==> src/rtl/alu_pkg.sv <==
// Shared definitions for the ALU command sequencer: opcodes, FSM states and
// the response FIFO payload. ALU_SEQ_TAG_EN adds a 4-bit tag to the payload.
package alu_pkg;

    localparam int unsigned DATA_W = 8;
    localparam int unsigned OP_W   = 3;
    localparam int unsigned TAG_W  = 4;

    localparam logic [OP_W-1:0] ALU_ADD = 3'b000;
    localparam logic [OP_W-1:0] ALU_SUB = 3'b001;
    localparam logic [OP_W-1:0] ALU_SHL = 3'b010;
    localparam logic [OP_W-1:0] ALU_SHR = 3'b011;
    localparam logic [OP_W-1:0] ALU_AND = 3'b100;
    localparam logic [OP_W-1:0] ALU_OR  = 3'b101;
    localparam logic [OP_W-1:0] ALU_XOR = 3'b110;
    localparam logic [OP_W-1:0] ALU_EQ  = 3'b111;

    typedef enum logic [1:0] {
        IDLE,
        ISSUE,
        CAPTURE
    } seq_state_t;

    typedef struct packed {
`ifdef ALU_SEQ_TAG_EN
        logic [TAG_W-1:0]  tag;
`endif
        logic [DATA_W-1:0] data;
        logic              zero;
    } rsp_entry_t;

endpackage

==> src/rtl/alu_rsp_fifo.sv <==
// Small synchronous FIFO holding captured ALU results. DEPTH must be a power
// of two so the pointers wrap naturally. Pop on empty is ignored; push on
// full is only accepted together with a pop.
module alu_rsp_fifo #(
    parameter int unsigned WIDTH = 9,
    parameter int unsigned DEPTH = 4
) (
    input  logic                   clk,
    input  logic                   rst_n,
    input  logic                   push,
    input  logic [WIDTH-1:0]       wr_data,
    input  logic                   pop,
    output logic [WIDTH-1:0]       rd_data,
    output logic [$clog2(DEPTH):0] count,
    output logic                   empty
);

    localparam int unsigned AW = $clog2(DEPTH);
    localparam int unsigned CW = AW + 1;

    logic [WIDTH-1:0] mem [DEPTH];
    logic [AW-1:0]    wr_ptr;
    logic [AW-1:0]    rd_ptr;
    logic             do_push;
    logic             do_pop;

    // Qualified push/pop and head/empty views
    always_comb begin
        do_pop  = pop && (count != '0);
        do_push = push && ((count != CW'(DEPTH)) || do_pop);
        empty   = (count == '0);
        rd_data = mem[rd_ptr];
    end

    // Storage array, no reset needed since count gates visibility
    always_ff @(posedge clk) begin
        if (do_push) begin
            mem[wr_ptr] <= wr_data;
        end
    end

    // Pointers and occupancy
    always_ff @(posedge clk or negedge rst_n) begin
        if (!rst_n) begin
            wr_ptr <= '0;
            rd_ptr <= '0;
            count  <= '0;
        end else begin
            if (do_push) begin
                wr_ptr <= wr_ptr + AW'(1);
            end
            if (do_pop) begin
                rd_ptr <= rd_ptr + AW'(1);
            end
            count <= count + CW'(do_push) - CW'(do_pop);
        end
    end

endmodule

==> src/rtl/alu_cmd_sequencer.sv <==
// Initiator for the 8-bit ALU operand interface: accepts a command, holds the
// operands on alu_* for SETTLE_CYCLES, captures alu_out into a response FIFO
// and returns results in order. ALU_SEQ_TAG_EN adds cmd_tag/rsp_tag.
module alu_cmd_sequencer
    import alu_pkg::*;
#(
    parameter int unsigned DEPTH         = 4,
    parameter int unsigned SETTLE_CYCLES = 1
) (
    input  logic              clk,
    input  logic              rst_n,
    input  logic              cmd_valid,
    output logic              cmd_ready,
    input  logic [OP_W-1:0]   cmd_op,
    input  logic [DATA_W-1:0] cmd_a,
    input  logic [DATA_W-1:0] cmd_b,
    output logic [DATA_W-1:0] alu_a,
    output logic [DATA_W-1:0] alu_b,
    output logic [OP_W-1:0]   alu_op,
    input  logic [DATA_W-1:0] alu_out,
    output logic              rsp_valid,
    input  logic              rsp_ready,
    output logic [DATA_W-1:0] rsp_data,
    output logic              rsp_zero,
`ifdef ALU_SEQ_TAG_EN
    input  logic [TAG_W-1:0]  cmd_tag,
    output logic [TAG_W-1:0]  rsp_tag,
`endif
    output logic              busy
);

    localparam int unsigned CW = $clog2(DEPTH) + 1;
    localparam int unsigned SW = (SETTLE_CYCLES > 1) ? $clog2(SETTLE_CYCLES) : 1;

    seq_state_t     state;
    seq_state_t     state_nxt;
    logic [SW-1:0]  settle_cnt;
    logic           accept;
    logic           push;
    logic           pop;
    logic [CW-1:0]  count;
    logic [CW-1:0]  count_nxt;
    logic           empty;
    rsp_entry_t     wr_entry;
    rsp_entry_t     rd_entry;
`ifdef ALU_SEQ_TAG_EN
    logic [TAG_W-1:0] tag_q;
`endif

    // Handshakes, predicted occupancy and next state
    always_comb begin
        accept    = (state == IDLE) && cmd_valid && cmd_ready;
        push      = (state == CAPTURE);
        pop       = !empty && rsp_ready;
        count_nxt = count + CW'(push) - CW'(pop);
        state_nxt = state;
        case (state)
            IDLE:    if (accept) state_nxt = ISSUE;
            ISSUE:   if (settle_cnt == '0) state_nxt = CAPTURE;
            CAPTURE: state_nxt = IDLE;
            default: state_nxt = IDLE;
        endcase
    end

    // FSM state, settle counter and registered outputs
    always_ff @(posedge clk or negedge rst_n) begin
        if (!rst_n) begin
            state      <= IDLE;
            settle_cnt <= '0;
            cmd_ready  <= 1'b0;
            busy       <= 1'b0;
            alu_a      <= '0;
            alu_b      <= '0;
            alu_op     <= '0;
`ifdef ALU_SEQ_TAG_EN
            tag_q      <= '0;
`endif
        end else begin
            state     <= state_nxt;
            cmd_ready <= (state_nxt == IDLE) && (count_nxt < CW'(DEPTH));
            busy      <= (state_nxt != IDLE);
            if (accept) begin
                alu_a      <= cmd_a;
                alu_b      <= cmd_b;
                alu_op     <= cmd_op;
                settle_cnt <= SW'(SETTLE_CYCLES - 1);
`ifdef ALU_SEQ_TAG_EN
                tag_q      <= cmd_tag;
`endif
            end else if ((state == ISSUE) && (settle_cnt != '0)) begin
                settle_cnt <= settle_cnt - SW'(1);
            end
        end
    end

    // Captured entry and head-of-FIFO response view
    always_comb begin
        wr_entry      = '0;
        wr_entry.data = alu_out;
        wr_entry.zero = (alu_out == '0);
`ifdef ALU_SEQ_TAG_EN
        wr_entry.tag  = tag_q;
        rsp_tag       = empty ? '0 : rd_entry.tag;
`endif
        rsp_valid     = !empty;
        rsp_data      = empty ? '0 : rd_entry.data;
        rsp_zero      = empty ? 1'b1 : rd_entry.zero;
    end

    alu_rsp_fifo #(
        .WIDTH ($bits(rsp_entry_t)),
        .DEPTH (DEPTH)
    ) u_rsp_fifo (
        .clk     (clk),
        .rst_n   (rst_n),
        .push    (push),
        .wr_data (wr_entry),
        .pop     (pop),
        .rd_data (rd_entry),
        .count   (count),
        .empty   (empty)
    );

endmodule

==> config.mk <==
export PLATFORM = sky130hd
export DESIGN_NAME = alu_cmd_sequencer
export DESIGN_NICKNAME = d
export VERILOG_FILES = /design/src/rtl/alu_pkg.sv /design/src/rtl/alu_rsp_fifo.sv /design/src/rtl/alu_cmd_sequencer.sv
export SDC_FILE = /design/constraint.sdc
export NUM_CORES = 1
export LEC_CHECK = 0
export CORE_ASPECT_RATIO = 1.4
export CORE_MARGIN = 1
export CORE_UTILIZATION = 45
export DETAILED_ROUTE_END_ITERATION = 6
export PLACE_DENSITY = 0.77
export SLEW_MARGIN = 20
export SYNTH_ARGS = -nofsm -noshare
export SYNTH_HDL_FRONTEND = slang
export SYNTH_SLANG_ARGS = --single-unit
==> constraint.sdc <==
create_clock -name clk -period 2.14 [get_ports clk]
set_clock_uncertainty 0.1 [all_clocks]
set_input_delay 0.321 -clock clk [delete_from_list [all_inputs] [get_ports clk]]
set_output_delay 0.321 -clock clk [all_outputs]
set_load 0.005 [all_outputs]
Word-level counts from Yosys, hierarchy flattened
Memory sizes are Yosys's and may differ from the RTL's.
Cells that the tools add are included.
{"block": "word_totals", "output_inout_bits": 31, "regBits": 31, "mem_count": 1, "ramBits": 36}
{"name": "u_rsp_fifo.mem", "words": 4, "width": 9, "rd": 1, "rd_ports_with_merged_regs": 0, "wr": 1, "line": "alu_rsp_fifo.sv:21", "rtl": "logic [WIDTH-1:0] mem [DEPTH];"}
{"block": "classes", "n_eq_ne": 3, "n_lt_le_gt_ge": 1, "mux": 9, "n_reduce_logical": 16, "n_addsub": 7}
{"cell": "$logic_not 8->1", "n": 1}
{"cell": "$mux 8", "n": 1}
{"cell": "$logic_and 1x1->1", "n": 7}
{"cell": "$add 3x1->3", "n": 2}
{"cell": "$sub 3x1->3", "n": 2}
{"cell": "$mux 1", "n": 5}
{"cell": "$add 2x1->2 const B", "n": 2}
{"cell": "$logic_not 2->1", "n": 2}
{"cell": "$mux 2", "n": 2}
{"cell": "$pmux 2 s2", "n": 1}
{"cell": "$reduce_bool 2->1", "n": 2}
{"cell": "$logic_not 3->1", "n": 1}
{"cell": "$lt 3x3->1 const B", "n": 1}
{"cell": "$ne 3x3->1 const B", "n": 1}
{"cell": "$reduce_bool 3->1", "n": 1}
{"cell": "$eq 2x1->1 const B", "n": 1}
{"cell": "$eq 2x2->1 const B", "n": 1}
{"cell": "$logic_not 1->1", "n": 1}
{"cell": "$logic_or 1x1->1", "n": 1}
{"cell": "$sub 1x1->1 const B", "n": 1}

Logic depth before layout (Yosys ltp)
{"block": "logic_depth", "ltp_word": 8, "mapped_depth": 9}

Cells and area by module
From an unflattened synthesis, not the netlist that was laid out.
{"block": "hier_totals", "cells_unflattened": 160, "area_unflattened_um2": 2750.1}
{"mod": "alu_rsp_fifo", "area_per_inst_um2": 1701.6, "cells_per_inst": 82, "n_inst": 1, "seq_area_each_um2": 1256.2}
{"mod": "alu_cmd_sequencer", "area_per_inst_um2": 1048.5, "cells_per_inst": 78, "n_inst": 1, "seq_area_each_um2": 600.6}

Worst setup path after synthesis
No wires, ideal clock.
{"block": "synth_path", "path_type": "register -> register", "start": "register u_rsp_fifo.count[1]", "end": "register u_rsp_fifo.count[2]", "period_less_slack_ns": 2.093, "setup_time_ns": 0.134, "path_stages_with_launch": 9, "required_ns": 1.906, "arrival_ns": 1.859, "setup_slack_ns": 0.047, "cell_sequence": "dfrtp_1 nor3_1 inv_1 and2_1 ha_1 inv_1 ha_1 fa_1 xor2_1"}
{"block": "synth_via", "elab_chain_cells": 8, "elab_cells_between_ends": 10}
{"element": "start, declared", "line": "alu_rsp_fifo.sv:14", "rtl": "output logic [$clog2(DEPTH):0] count,"}
{"element": "start signal, assigned", "line": "alu_rsp_fifo.sv:55", "rtl": "count <= count + CW'(do_push) - CW'(do_pop);"}
{"element": "$logic_not 3->1", "line": "alu_rsp_fifo.sv:31", "rtl": "empty = (count == '0);"}
{"element": "$logic_not 1->1", "line": "alu_cmd_sequencer.sv:54", "rtl": "pop = !empty && rsp_ready;"}
{"element": "$logic_and 1x1->1", "line": "alu_cmd_sequencer.sv:54"}
{"element": "$logic_and 1x1->1 *", "line": "alu_rsp_fifo.sv:29", "rtl": "do_pop = pop && (count != '0);"}
{"element": "via u_rsp_fifo.do_pop", "line": "alu_rsp_fifo.sv:25", "rtl": "logic do_pop;"}
{"element": "$logic_or 1x1->1", "line": "alu_rsp_fifo.sv:30", "rtl": "do_push = push && ((count != CW'(DEPTH)) || do_pop);"}
{"element": "$logic_and 1x1->1", "line": "alu_rsp_fifo.sv:30"}
{"element": "$add 3x1->3", "line": "alu_rsp_fifo.sv:55"}
{"element": "$sub 3x1->3 *", "line": "alu_rsp_fifo.sv:55"}
Mark *: on every way through the listed nets, which the timed path passes. The rest lies on a longest branch.
A chain may end at the register's enable or synchronous reset.

Final worst setup path
{"block": "layout_path", "start": "register u_rsp_fifo.rd_ptr[0]", "end": "output rsp_data[3]"}
{"block": "layout_via", "elab_chain_cells": 2}
{"element": "start, declared", "line": "alu_rsp_fifo.sv:23", "rtl": "logic [AW-1:0] rd_ptr;"}
{"element": "start signal, assigned", "line": "alu_rsp_fifo.sv:53", "rtl": "rd_ptr <= rd_ptr + AW'(1);"}
{"element": "$mem_v2 4x9"}
{"element": "$mux 8", "line": "alu_cmd_sequencer.sv:106", "rtl": "rsp_data = empty ? '0 : rd_entry.data;"}
{"element": "end, declared", "line": "alu_cmd_sequencer.sv:23", "rtl": "output logic [DATA_W-1:0] rsp_data,"}
No other way between the ends.

==> flow_metrics.env <==
export IMPL_wire_per_inst_um=15.62
export IMPL_fin_ws_ns=-0.02220
export IMPL_ys_top_cells_by_area="edfxtp_1 (40%), dfrtp_1 (29%), mux4_2 (7.5%), mux2_1 (4.1%), mux2_2 (3.7%)"
export IMPL_die_w_um=67.71
export IMPL_p_int_mw=3.815
export IMPL_dr_pass1_iters=4
export IMPL_rsz0062_at_grt="yes"
export IMPL_n_fill_cell=434
export IMPL_synth_nets=193
export IMPL_p_per_area_nw_per_um2=1339
export IMPL_synth_compound_area_share_pct=0.8740
export IMPL_insertedDiodeCount=0
export IMPL_power_leakage_nw=1.548
export IMPL_cp_slowest_cell="mux4_2"
export IMPL_final_seq_area_um2=1857
export IMPL_status="finished, violations left"
export IMPL_yosysUniqueCellTypes=30
export IMPL_synth_top_family_by_area="multiplexers"
export IMPL_post_route_period_util_pct=101.0
export IMPL_finalCriticalPeriod_ns=2.162
export IMPL_synth_xor_xnor_area_share_pct=1.610
export IMPL_grt_max_degree=32
export IMPL_ys_seq_area_share_pct=68.26
export IMPL_min_path_type="in2async"
export IMPL_clock_insertion_delay_worst_skew_ns=0.34
export IMPL_worstPathRequired_ns=1.72
export IMPL_maxCapViolations=0
export IMPL_tightest_slew_ns=0.3980
export IMPL_met3_length_um=393
export IMPL_grt_pass1_vias=1736
export IMPL_final_layout_size_suffix_gt1_share_pct=33.33
export IMPL_critPathMaxFanout=6
export IMPL_die_height_um=93.99
export IMPL_r2r_start="u_rsp_fifo.count[2]"
export IMPL_synthMuxAreaShare_pct=15.87
export IMPL_max_clock_path_buffers=2
export IMPL_slew_headroom_pct=73.47
export IMPL_max_clock_freq_mhz=462.5
export IMPL_synthAdderAreaFrac_pct=3.956
export IMPL_top_layer_used="met4"
export IMPL_crit_arrival_ns=1.74
export IMPL_multi_input_area_um2=859.6
export IMPL_yosys_area_share_simple_pct=6.992
export IMPL_cts_buffers=9
export IMPL_synth_avg_cell_area_um2=17.66
export IMPL_gp_congestion=0.7995
export IMPL_irDropWorstVdd_mv=0.7132
export IMPL_fp_row_count=33
export IMPL_dpl_hpwl_um=3630
export IMPL_drc_errors=0
export IMPL_antenna_found_initial=0
export IMPL_num_nets_final=289
export IMPL_vias=1631
export IMPL_overflow=0
export IMPL_critPathKind="reg2out"
export IMPL_cts_tree="built"
export IMPL_die_area_um2=6364
export IMPL_yosysTopAreaCell="edfxtp_1"
export IMPL_r2r_setup_slack_ns=0.08
export IMPL_yosys_warnings=0
export IMPL_clkSinkCount=67
export IMPL_htree_levels=3
export IMPL_grt_usage_pct=18.42
export IMPL_pwr_share_seq_pct=36.6
export IMPL_wl_met2_um=2737
export IMPL_yosys_register_bits=67
export IMPL_start_util_pct=46.39
export IMPL_final_antenna_net_count=0
export IMPL_worstReg2RegEnd="cmd_ready"
export IMPL_total_power_mw=5.223
export IMPL_p_clk_share_pct=21.7
export IMPL_cts_root_buffer="clkbuf_8"
export IMPL_cpPeakStageDelay_ns=0.49
export IMPL_via_per_inst=5.018
export IMPL_sw_frac_of_total_pct=26.97
export IMPL_setup_tns_final_ns=-0.07091
export IMPL_synth_top_area_share_pct=39.74
export IMPL_io_buffer_count=61
export IMPL_ios=62
export IMPL_grt_pass1_wl_um=8211
export IMPL_combPwrFrac_pct=41.7
export IMPL_netlist_instances=154
export IMPL_wl_um=5077
export IMPL_final_max_slew_viol_count=0
export IMPL_crit_chain="buf_12 > buf_4 > mux4_2 > and2_4 > buf_2"
export IMPL_clk_pin_slew_ns=0.07
export IMPL_pre_cts_ws_ns=-0.1317
export IMPL_fp_coreArea_um2=5863
export IMPL_wirelength_met1_um=1881
export IMPL_end_kind="primary output"
export IMPL_startpoint_type="flip-flop"
export IMPL_synth_cell_area_um2=2720
export IMPL_p_switching_mw=1.408
export IMPL_drt_iter0_drc=75
export IMPL_ff2ff_path_depth=9
export IMPL_timing_hold_ws_ns=0.2752
export IMPL_hold_viol_final=0
export IMPL_violations="negative setup slack"
export IMPL_setup_viol=6
export IMPL_syn_to_final_growth_pct=43.38
==> critical path: cells and delay by family, from the launching register on <==
kind                   cells  cell delay [ns]
buffers and inverters      3             0.37
DFF                        1             0.41
and+or+nand+nor            1             0.15
muxes                      1             0.49
==> synthesized netlist by cell type, drive strengths merged <==
library cell	count
fa	1
nor4b	1
nor4bb	1
nor2b	1
mux2	20
nor2	2
mux4	9
inv	8
or3	1
xnor2	3
xor2	2
nand3	1
nor3	3
edfxtp	36
ha	7
and2	13
dfrtp	31
a21oi	2
or2	1
or4	2
buf	5
a31o	1
o21ai	1
nor3b	1
nand2	1
==> through the flow <==
step	instance area, um^2	cells	utilization, %
floorplan	2720	154	-
global placement	3590	302	61.22
detailed placement	3590	302	61.22
CTS	3849	323	65.64
global route	3900	325	66.52
finish	3900	325	66.52
==> final cells by class <==
class	instances	share of cell area, %
sequential	67	47.61
inverter	8	0.8341
timing repair buffer	90	21.66
tap	70	2.246
clock inverter	4	1.893
clock buffer	12	3.722
multi-input combinational	74	22.04
==> state kept, by name, summed over array words and instances, names as in the netlist <==
name	flops
alu_a	8
settle_cnt	1
alu_op	3
u_rsp_fifo.count	3
cmd_ready	1
busy	1
u_rsp_fifo.rd_ptr	2
state	2
u_rsp_fifo.mem	36
alu_b	8
u_rsp_fifo.wr_ptr	2
==> layer usage <==
layer / up-vias / global-route usage [%]
met2: 63 / 31.68
li1: 759 / -
met4: 0 / 6.915
met3: 8 / 8.374
met1: 801 / 18.93
met5: - / 0
==> power by group through the flow <==
stage               logic (mW)  clock network [mW]  registers (mW)
finish                    2.18                1.13            1.91
global route              2.39                1.23            1.96
CTS                       2.13                1.17            1.91
detailed placement        2.05                   0            1.93
global placement          2.01                   0            1.92
floorplan                0.921                   0            1.91
==> logic make-up (layout without fill, tap and decap cells) <==
logic type      count (synthesis)  in the layout
flops                          67             67
mux                            29             29
simple gates                   28             28
buf+inv                        13            114
fa+ha+maj                       8              8
xor+xnor                        5              5
compound gates                  4              4
==> how the worst max path moves through the flow <==
stage                    startpoint                   to  depth (start not counted)
2_1_floorplan   u_rsp_fifo.count[1]  u_rsp_fifo.count[2]                          8
3_3_place_gp              rsp_ready  u_rsp_fifo.count[2]                          7
3_5_place_dp              rsp_ready            cmd_ready                          8
4_1_cts        u_rsp_fifo.rd_ptr[0]          rsp_data[5]                          5
5_1_grt        u_rsp_fifo.rd_ptr[0]          rsp_data[5]                          5
6_report       u_rsp_fifo.rd_ptr[0]          rsp_data[3]                          5
==> what timing repair did <==
item | 4_1_cts | 5_1_grt
pin swaps | 8 | 5
endpoints found under the setup margin | 10 | 11
hold buffers | 0 | 0
buffers inserted | 5 | 2
gates resized for setup | 40 | 11
==> placed cells by master (no fill, tap or decap), types with 2 or more instances in the layout <==
cell type and count:
buf_4 24, or4_1 2, mux2_2 9, clkbuf_1 2
mux2_1 10, ha_4 2, dfrtp_1 31, nor2_1 2
buf_12 3, buf_6 3, edfxtp_1 36, and2_4 5
ha_1 5, xor2_1 2, clkdlybuf4s50_1 52, mux4_2 9
inv_1 7, clkbuf_8 10, a21oi_1 2, xnor2_1 3
and2_1 8, buf_2 6, nor3_2 2, bufinv_16 2
No activity file was read; power rests on OpenSTA's default activity.
